===== config.mk =====
export PLATFORM = sky130hd
export DESIGN_NAME = fetch_stage
export DESIGN_NICKNAME = d
export VERILOG_FILES = /design/src/rtl/fetch_stage.sv
export SDC_FILE = /design/constraint.sdc
export NUM_CORES = 1
export LEC_CHECK = 0
export CORE_MARGIN = 3
export CORE_UTILIZATION = 53
export DETAILED_ROUTE_END_ITERATION = 12
export PLACE_DENSITY = 0.88
export SYNTH_ARGS = -nofsm -noshare
export SYNTH_HDL_FRONTEND = slang
export SYNTH_SLANG_ARGS = --single-unit

===== constraint.sdc =====
create_clock -name clock -period 4.3 [get_ports clock]
set_input_delay 0.645 -clock clock [delete_from_list [all_inputs] [get_ports clock]]
set_output_delay 0.645 -clock clock [all_outputs]
set_load 0.01 [all_outputs]

===== src/rtl/fetch_stage.sv =====
// fetch_stage: instruction fetch stage.
//
// Owns the PC and presents it as the instruction memory address every
// cycle. Memory returns data/valid combinationally in the same cycle. Each
// fetched word is tagged with its PC and pushed into a small FIFO, which
// feeds decode over a valid/ready handshake. A misaligned fetch
// (imem_valid = 0) enqueues a NOP marked as a fault and parks the stage in
// HALT until a redirect arrives. A redirect flushes the queue and restarts
// fetch at redirect_pc.
//
// Parameters:
//   RESET_PC  PC loaded on reset
//   DEPTH     queue entries (power of 2, >= 2)
//
// Ports:
//   clock, reset                rising-edge clock, synchronous active-high reset
//   imem_address  out [31:0]    fetch address (the PC register)
//   imem_data     in  [31:0]    instruction word for imem_address
//   imem_valid    in            1 = aligned fetch returned data
//   redirect_valid, redirect_pc flush and restart fetch at redirect_pc
//   out_valid/out_ready         head-of-queue handshake to decode
//   out_instr, out_pc, out_fault head entry fields (NOP/0/0 when empty)
//   stat_fetched, stat_stalls   optional counters
//
// Build option:
//   FETCH_STATS_EN  when defined, stat_fetched counts non-fault pushes and
//                   stat_stalls counts cycles in FETCH with a full queue and
//                   no pop. When undefined both outputs are tied to 0.

module fetch_stage #(
  parameter logic [31:0] RESET_PC = 32'h0000_0000,
  parameter int          DEPTH    = 4
) (
  input  logic        clock,
  input  logic        reset,
  output logic [31:0] imem_address,
  input  logic [31:0] imem_data,
  input  logic        imem_valid,
  input  logic        redirect_valid,
  input  logic [31:0] redirect_pc,
  output logic        out_valid,
  input  logic        out_ready,
  output logic [31:0] out_instr,
  output logic [31:0] out_pc,
  output logic        out_fault,
  output logic [31:0] stat_fetched,
  output logic [31:0] stat_stalls
);

  localparam int          PW      = (DEPTH > 1) ? $clog2(DEPTH) : 1;
  localparam int          CW      = PW + 1;
  localparam logic [CW-1:0] DEPTH_C = CW'(DEPTH);
  localparam logic [31:0] NOP     = 32'h0000_0013;

  typedef enum logic {
    FETCH = 1'b0,
    HALT  = 1'b1
  } state_t;

  state_t          state;
  logic [31:0]     pc;
  logic [PW-1:0]   rd_ptr;
  logic [PW-1:0]   wr_ptr;
  logic [CW-1:0]   count;

  // Queue storage carries data only; occupancy is tracked by count, so the
  // entries need no reset.
  logic [31:0]      q_instr [DEPTH];
  logic [31:0]      q_pc    [DEPTH];
  logic [DEPTH-1:0] q_fault;

  logic push;
  logic pop;

  assign imem_address = pc;

  assign out_valid = (count != '0);
  assign pop       = out_valid & out_ready;

  // A full queue still accepts a push when the head leaves in the same cycle.
  assign push = (state == FETCH) & ~redirect_valid & ((count < DEPTH_C) | pop);

  assign out_instr = out_valid ? q_instr[rd_ptr] : NOP;
  assign out_pc    = out_valid ? q_pc[rd_ptr]    : 32'h0000_0000;
  assign out_fault = out_valid ? q_fault[rd_ptr] : 1'b0;

  // ---- queue write: fetched word (or fault NOP) tagged with its PC ----
  always_ff @(posedge clock) begin
    if (push) begin
      q_instr[wr_ptr] <= imem_valid ? imem_data : NOP;
      q_pc[wr_ptr]    <= pc;
      q_fault[wr_ptr] <= ~imem_valid;
    end
  end

  // ---- control: PC, pointers, occupancy and fetch state ----
  always_ff @(posedge clock) begin
    if (reset) begin
      pc     <= RESET_PC;
      state  <= FETCH;
      count  <= '0;
      rd_ptr <= '0;
      wr_ptr <= '0;
    end else if (redirect_valid) begin
      // Any handshake this cycle is void; decode discards it.
      pc     <= redirect_pc;
      state  <= FETCH;
      count  <= '0;
      rd_ptr <= '0;
      wr_ptr <= '0;
    end else begin
      if (push) begin
        wr_ptr <= wr_ptr + PW'(1);
        if (imem_valid) begin
          pc <= pc + 32'd4;
        end else begin
          // Fault entry records the offending PC; fetch parks on it.
          state <= HALT;
        end
      end
      if (pop) begin
        rd_ptr <= rd_ptr + PW'(1);
      end
      case ({push, pop})
        2'b10:   count <= count + CW'(1);
        2'b01:   count <= count - CW'(1);
        default: count <= count;
      endcase
    end
  end

`ifdef FETCH_STATS_EN
  logic [31:0] fetched_cnt;
  logic [31:0] stalls_cnt;

  // ---- statistics: cleared only by reset, redirects leave them running ----
  always_ff @(posedge clock) begin
    if (reset) begin
      fetched_cnt <= '0;
      stalls_cnt  <= '0;
    end else begin
      if (push & imem_valid) begin
        fetched_cnt <= fetched_cnt + 32'd1;
      end
      if ((state == FETCH) && (count == DEPTH_C) && !pop) begin
        stalls_cnt <= stalls_cnt + 32'd1;
      end
    end
  end

  assign stat_fetched = fetched_cnt;
  assign stat_stalls  = stalls_cnt;
`else
  assign stat_fetched = 32'h0000_0000;
  assign stat_stalls  = 32'h0000_0000;
`endif

endmodule


# --- After elaboration in Yosys (flattened, before gate mapping) ---
# Memory sizes are Yosys's and may differ from the RTL's. A register that Yosys moved wholly into a read port is not among the register bits.
# Index checks and enable logic that the tools add are counted.
totals:
  input_bits: 69
  n_memories: 2
  register_bits: 44
  mem_bits_rw: 256
op_classes:
  muxes: 19
  n_lt_le_gt_ge: 4
  n_eq_ne: 2
  bitwise: 7
  addsub: 5
  reduce_logical: 8
mem_list:
  columns: ["name", "words", "word_bits", "rd", "rd_ports_with_merged_regs", "wr", "line_no", "source"]
  rows:
  - ["q_instr", 4, 32, 1, 1, 1, "68", "logic [31:0] q_instr [DEPTH];"]
  - ["q_pc", 4, 32, 1, 1, 1, "69", "logic [31:0] q_pc [DEPTH];"]
op_table:
  columns: ["cell", "count"]
  rows:
  - ["$mux 32", 6]
  - ["$add 32x3->32 const B", 1]
  - ["$mux 2", 4]
  - ["$lt 2x3->1 const B", 2]
  - ["$pmux 3 s2", 1]
  - ["$reduce_bool 2->1", 3]
  - ["$mux 1", 5]
  - ["$add 2x1->2 const B", 2]
  - ["$bwmux 4", 1]
  - ["$reduce_and 2->1", 2]
  - ["$add 3x1->3 const B", 1]
  - ["$and 1x1->1", 3]
  - ["$lt 3x3->1 const B", 1]
  - ["$not 1->1", 3]
  - ["$reduce_bool 3->1", 1]
  - ["$sub 3x1->3 const B", 1]
  - ["$bmux 1 s2", 1]
  - ["$demux 1 s2", 1]
  - ["$eq 2x1->1 const B", 1]
  - ["$eq 2x2->1 const B", 1]
  - ["$ge 2x1->1 const B", 1]
  - ["$reduce_or 2->1", 1]
  - ["$logic_and 1x1->1", 1]
  - ["$or 1x1->1", 1]

# --- Logic depth before layout (Yosys ltp) ---
logic_depth:
  depth_word: 6
  depth_mapped: 10
  depth_no_buf: 9

# --- Worst setup path before layout ---
# OpenSTA, ideal clock, no wires.
synth_timing:
  kind: "input -> register"
  startpoint: "input redirect_valid"
  endpoint: "register q_fault[0], enable pin"
  arrival_time_ns: 2.965
  path_slack_ns: 0.905
  path_stages: 4
  n_path_buf: 2
  cell_sequence: "clkbuf_1 clkbuf_1 nor3_1 and2_1"
synth_via:
  elab_chain_len: 3
synth_rtl:
  columns: ["item", "line_no", "source"]
  rows:
  - ["from (decl)", "39", "input logic redirect_valid,"]
  - ["$not 1->1", "81", "assign push = (state == FETCH) & ~redirect_valid & ((count < DEPTH_C) | pop);"]
  - ["$and 1x1->1 (2 in a row)", "81", null]
  - ["to (signal, indexed assignment)", "92", "q_fault[wr_ptr] <= ~imem_valid;"]
  - ["to (decl)", "70", "logic [DEPTH-1:0] q_fault;"]
# No other way between the ends.
# A chain may end at the register's enable or synchronous reset.

==> out/qor.txt <==
Status: finished, final reports clean
Total congestion overflow: 0
Routed WL: 28140 um
Die Ht: 162.6 um
P_leak: 5.191 nW
Peak VDD IR: 0.0002480 V
P&R area growth vs syn: 21.33%
Cell row count: 56
Initial Util: 0.5457
CTS tree: built
Max Cap Viol: 0
Slew HR: 0.3309
Layout cell share with drive strength beyond 1: 0.1445
CTS sink cnt: 302
Final instance area: 0.01577 mm2
Worst Path Required: 3650 ps
Post-layout util: 0.6621
Ys flop type: edfxtp_1
Post-CTS Setup Repair Bufs: 0
Setup crit start kind: flop
First-pass GRT wire length: 43380 um
Min cycle time layout: 3521 ps
Total clock buffers created by CTS: 29
Post-synthesis cell area: 0.01300 mm2
Placed Area: 0.01480 mm2
Core area: 0.02382 mm2
Post-route setup TNS: 0 ps
Clock slew at reported path FFs: 70 ps
YS warnings: 0
FF-to-FF path depth: 9
PostCTS Resize Cnt: 0
Synth Area in XOR/XNOR: 0.007410
Clk_lat worst skew: 540 ps
GP Congestion: 0.8837
Via density per instance: 5.696
Initial antenna violation count: 0
Largest family of logic cells by synthesized area: multiplexers
Async SR Flop Fraction: 0
Post-route ant nets: 0
Netlist cell types: 57
Via count: 7610
Routed wire per std cell: 21.06 um
Adder-Cell Fraction of Synth Area: 0.007314
# setup viols final: 0
Register area share after synthesis: 0.6652
Number of global-route vias before repair: 7689
Largest net degree at the start of global routing: 66
Worst-margin pin slew: 1004 ps
Slowest cell on crit path: dfxtp_4
Post-CTS Hold Fix Bufs: 0
Max H-tree Level: 1
Flop2flop setup slack: 1470 ps
Clk buf depth: 3
Worst path max stage delay: 780 ps
Crit path cell chain: buf_4, mux4_2, and2_1, clkdlybuf4s50_1
Endpoint class of the critical path: primary output
# diodes: 0
FF+latch count, synth: 302
Gate Count Post-Synth: 827
Port Buffer Count: 166
Avg Inst Size Synth: 15.72 um2
Final Skew: 9.975 ps
Die footprint: 0.02645 mm2
R2r endpoint: count[2]
Worst path depth: 4
Final Hold Fails: 0
Worst-path fanout max: 30
Worst Path Class, Setup: flop to primary output
Initial DRC Count: 619
Worst setup path endpoint: out_instr[3]
RSZ-0062 raised after global routing: false
Cell family contributing the most delay on the critical path: buffers and inverters
Final #Nets: 1071
Worst hold path type: flop to flop
CP bufs+invs: 2
EDFF count, synth: 260
Post-synthesis compound-gate area fraction: 0.03801
Die X: 162.6 um
Mux cell area share after synthesis: 0.1141
Pwr per Cell Area: 414.1 mW/mm2
Gr usage total: 0.2110
Drt drc: 0
Worst R2R Start: count[2]
Final period utilization: 0.8187
CTS root buf: clkbuf_16
Arrival time worst endpoint: 2880 ps
Io pins: 231
Fmax: 0.2840 GHz
Post-DP HPWL: 18180 um
Fin. max-slew vios: 0
Total iterations of the first detailed-routing run: 6
Post-synthesis simple-gate area fraction: 0.1134
==> sequential cells by signal, indices dropped and copies added, names as in the netlist, named ones only <==
name / count
count: 3
imem_address: 32
q_fault: 4
q_instr: 128
q_pc: 128
rd_ptr: 2
state: 1
wr_ptr: 2
==> logic make-up after synthesis <==
family | after synthesis
flip-flops | 302
AND/OR/NAND/NOR | 252
buffers and inverters | 121
multiplexers | 67
AO/OA/AOI/OAI | 66
XOR/XNOR | 11
adder cells (fa/ha/maj) | 7
other | 1
==> cell usage in the layout (no fill, tap or decap), types with 5 or more instances in the layout <==
master           instances
mux4_2                  65
edfxtp_1               260
ha_1                     6
xor2_1                   5
a311oi_1                13
clkdlybuf4s50_1        166
o31ai_1                 10
and2_1                  94
a211oi_1                 7
inv_1                   13
nand2b_1                 6
nand2_1                 20
or4_1                   12
nand3_1                 16
clkbuf_16               29
o21ai_0                  8
dfxtp_1                 40
nor4_1                  10
nor2b_1                  5
conb_1                  64
a21oi_1                  7
nor3_1                   8
nor2_1                  35
or3_1                    8
buf_4                   13
nand4_1                 13
clkinv_2                 5
xnor2_1                  6
==> report_power, final <==
group / internal [mW] / leakage (nW) / total, mW / switching (mW)
logic: 0.292 / 1.95 / 0.569 / 0.277
registers: 3.31 / 2.77 / 3.41 / 0.0986
clock network: 1.47 / 0.470 / 2.55 / 1.09
total: 5.07 / 5.19 / 6.53 / 1.46
==> stage by stage <==
step	worst slack, ps	instances	power [mW]	hold slack (ps)
6_report	779.4	1336	6.533	533.0
3_5_place_dp	1133	1283	4.042	525.9
4_1_cts	695.6	1336	6.586	533.2
2_1_floorplan	905.0	890	3.776	480.4
5_1_grt	582.9	1336	6.765	549.3
3_3_place_gp	1208	1283	4.018	499.9
==> layout make-up <==
class | count | area [um2]
inverter | 14 | 52.55
clock buffer | 33 | 760.7
timing repair buffer | 181 | 1799
tap | 319 | 399.1
sequential | 302 | 8656
multi-input combinational | 467 | 3894
fill | 1636 | 8049
clock inverter | 20 | 212.7
==> worst register-to-register path: stages, from the launching register on <==
cell     delay, ps
dfxtp_1        400
nor3_1         130
inv_2          700
and2_1         300
ha_1           200
inv_1           60
fa_1           380
xor2_1         160
or3_1          300
a21oi_1        140
==> Yosys cell counts (all sizes together) (5+ instances only) <==
cell      n  share of area
nor4     10         0.0048
buf      75          0.041
a311oi   13         0.0088
nand2b    6         0.0029
a211oi    7         0.0040
dfxtp    42          0.065
or3       8         0.0038
and2     99          0.048
xnor2     6         0.0040
o21ai     8         0.0031
nand4    15         0.0089
clkbuf   32         0.0093
nor2b     5         0.0024
nor3      8         0.0031
inv      14         0.0040
nand2    20         0.0058
ha        6         0.0058
mux4     65           0.11
xor2      5         0.0034
or4      14         0.0083
nor2     35          0.010
nand3    16         0.0062
a21oi     7         0.0027
edfxtp  260           0.60
o31ai    10         0.0058
==> routing by layer <==
layer | vias to the layer above | track usage | wire (um)
met2 | 382 | 0.3562 | 14020
met5 | - | 0 | 0
met4 | 0 | 0.05229 | 699
li1 | 3430 | - | -
met1 | 3739 | 0.2857 | 10900
met3 | 59 | 0.04273 | 2520
==> worst min-delay path by stage <==
stage	from	endpoint	slack [ps]	cells past startpoint
2_1_floorplan	count[2]	count[2]	480	2
3_3_place_gp	count[1]	count[1]	500	2
3_5_place_dp	count[2]	count[2]	530	2
4_1_cts	count[2]	count[2]	530	2
5_1_grt	imem_address[0]	q_pc[1][0]	550	0
6_report	imem_address[0]	q_pc[1][0]	530	0
No activity file was read; power rests on OpenSTA's default activity.
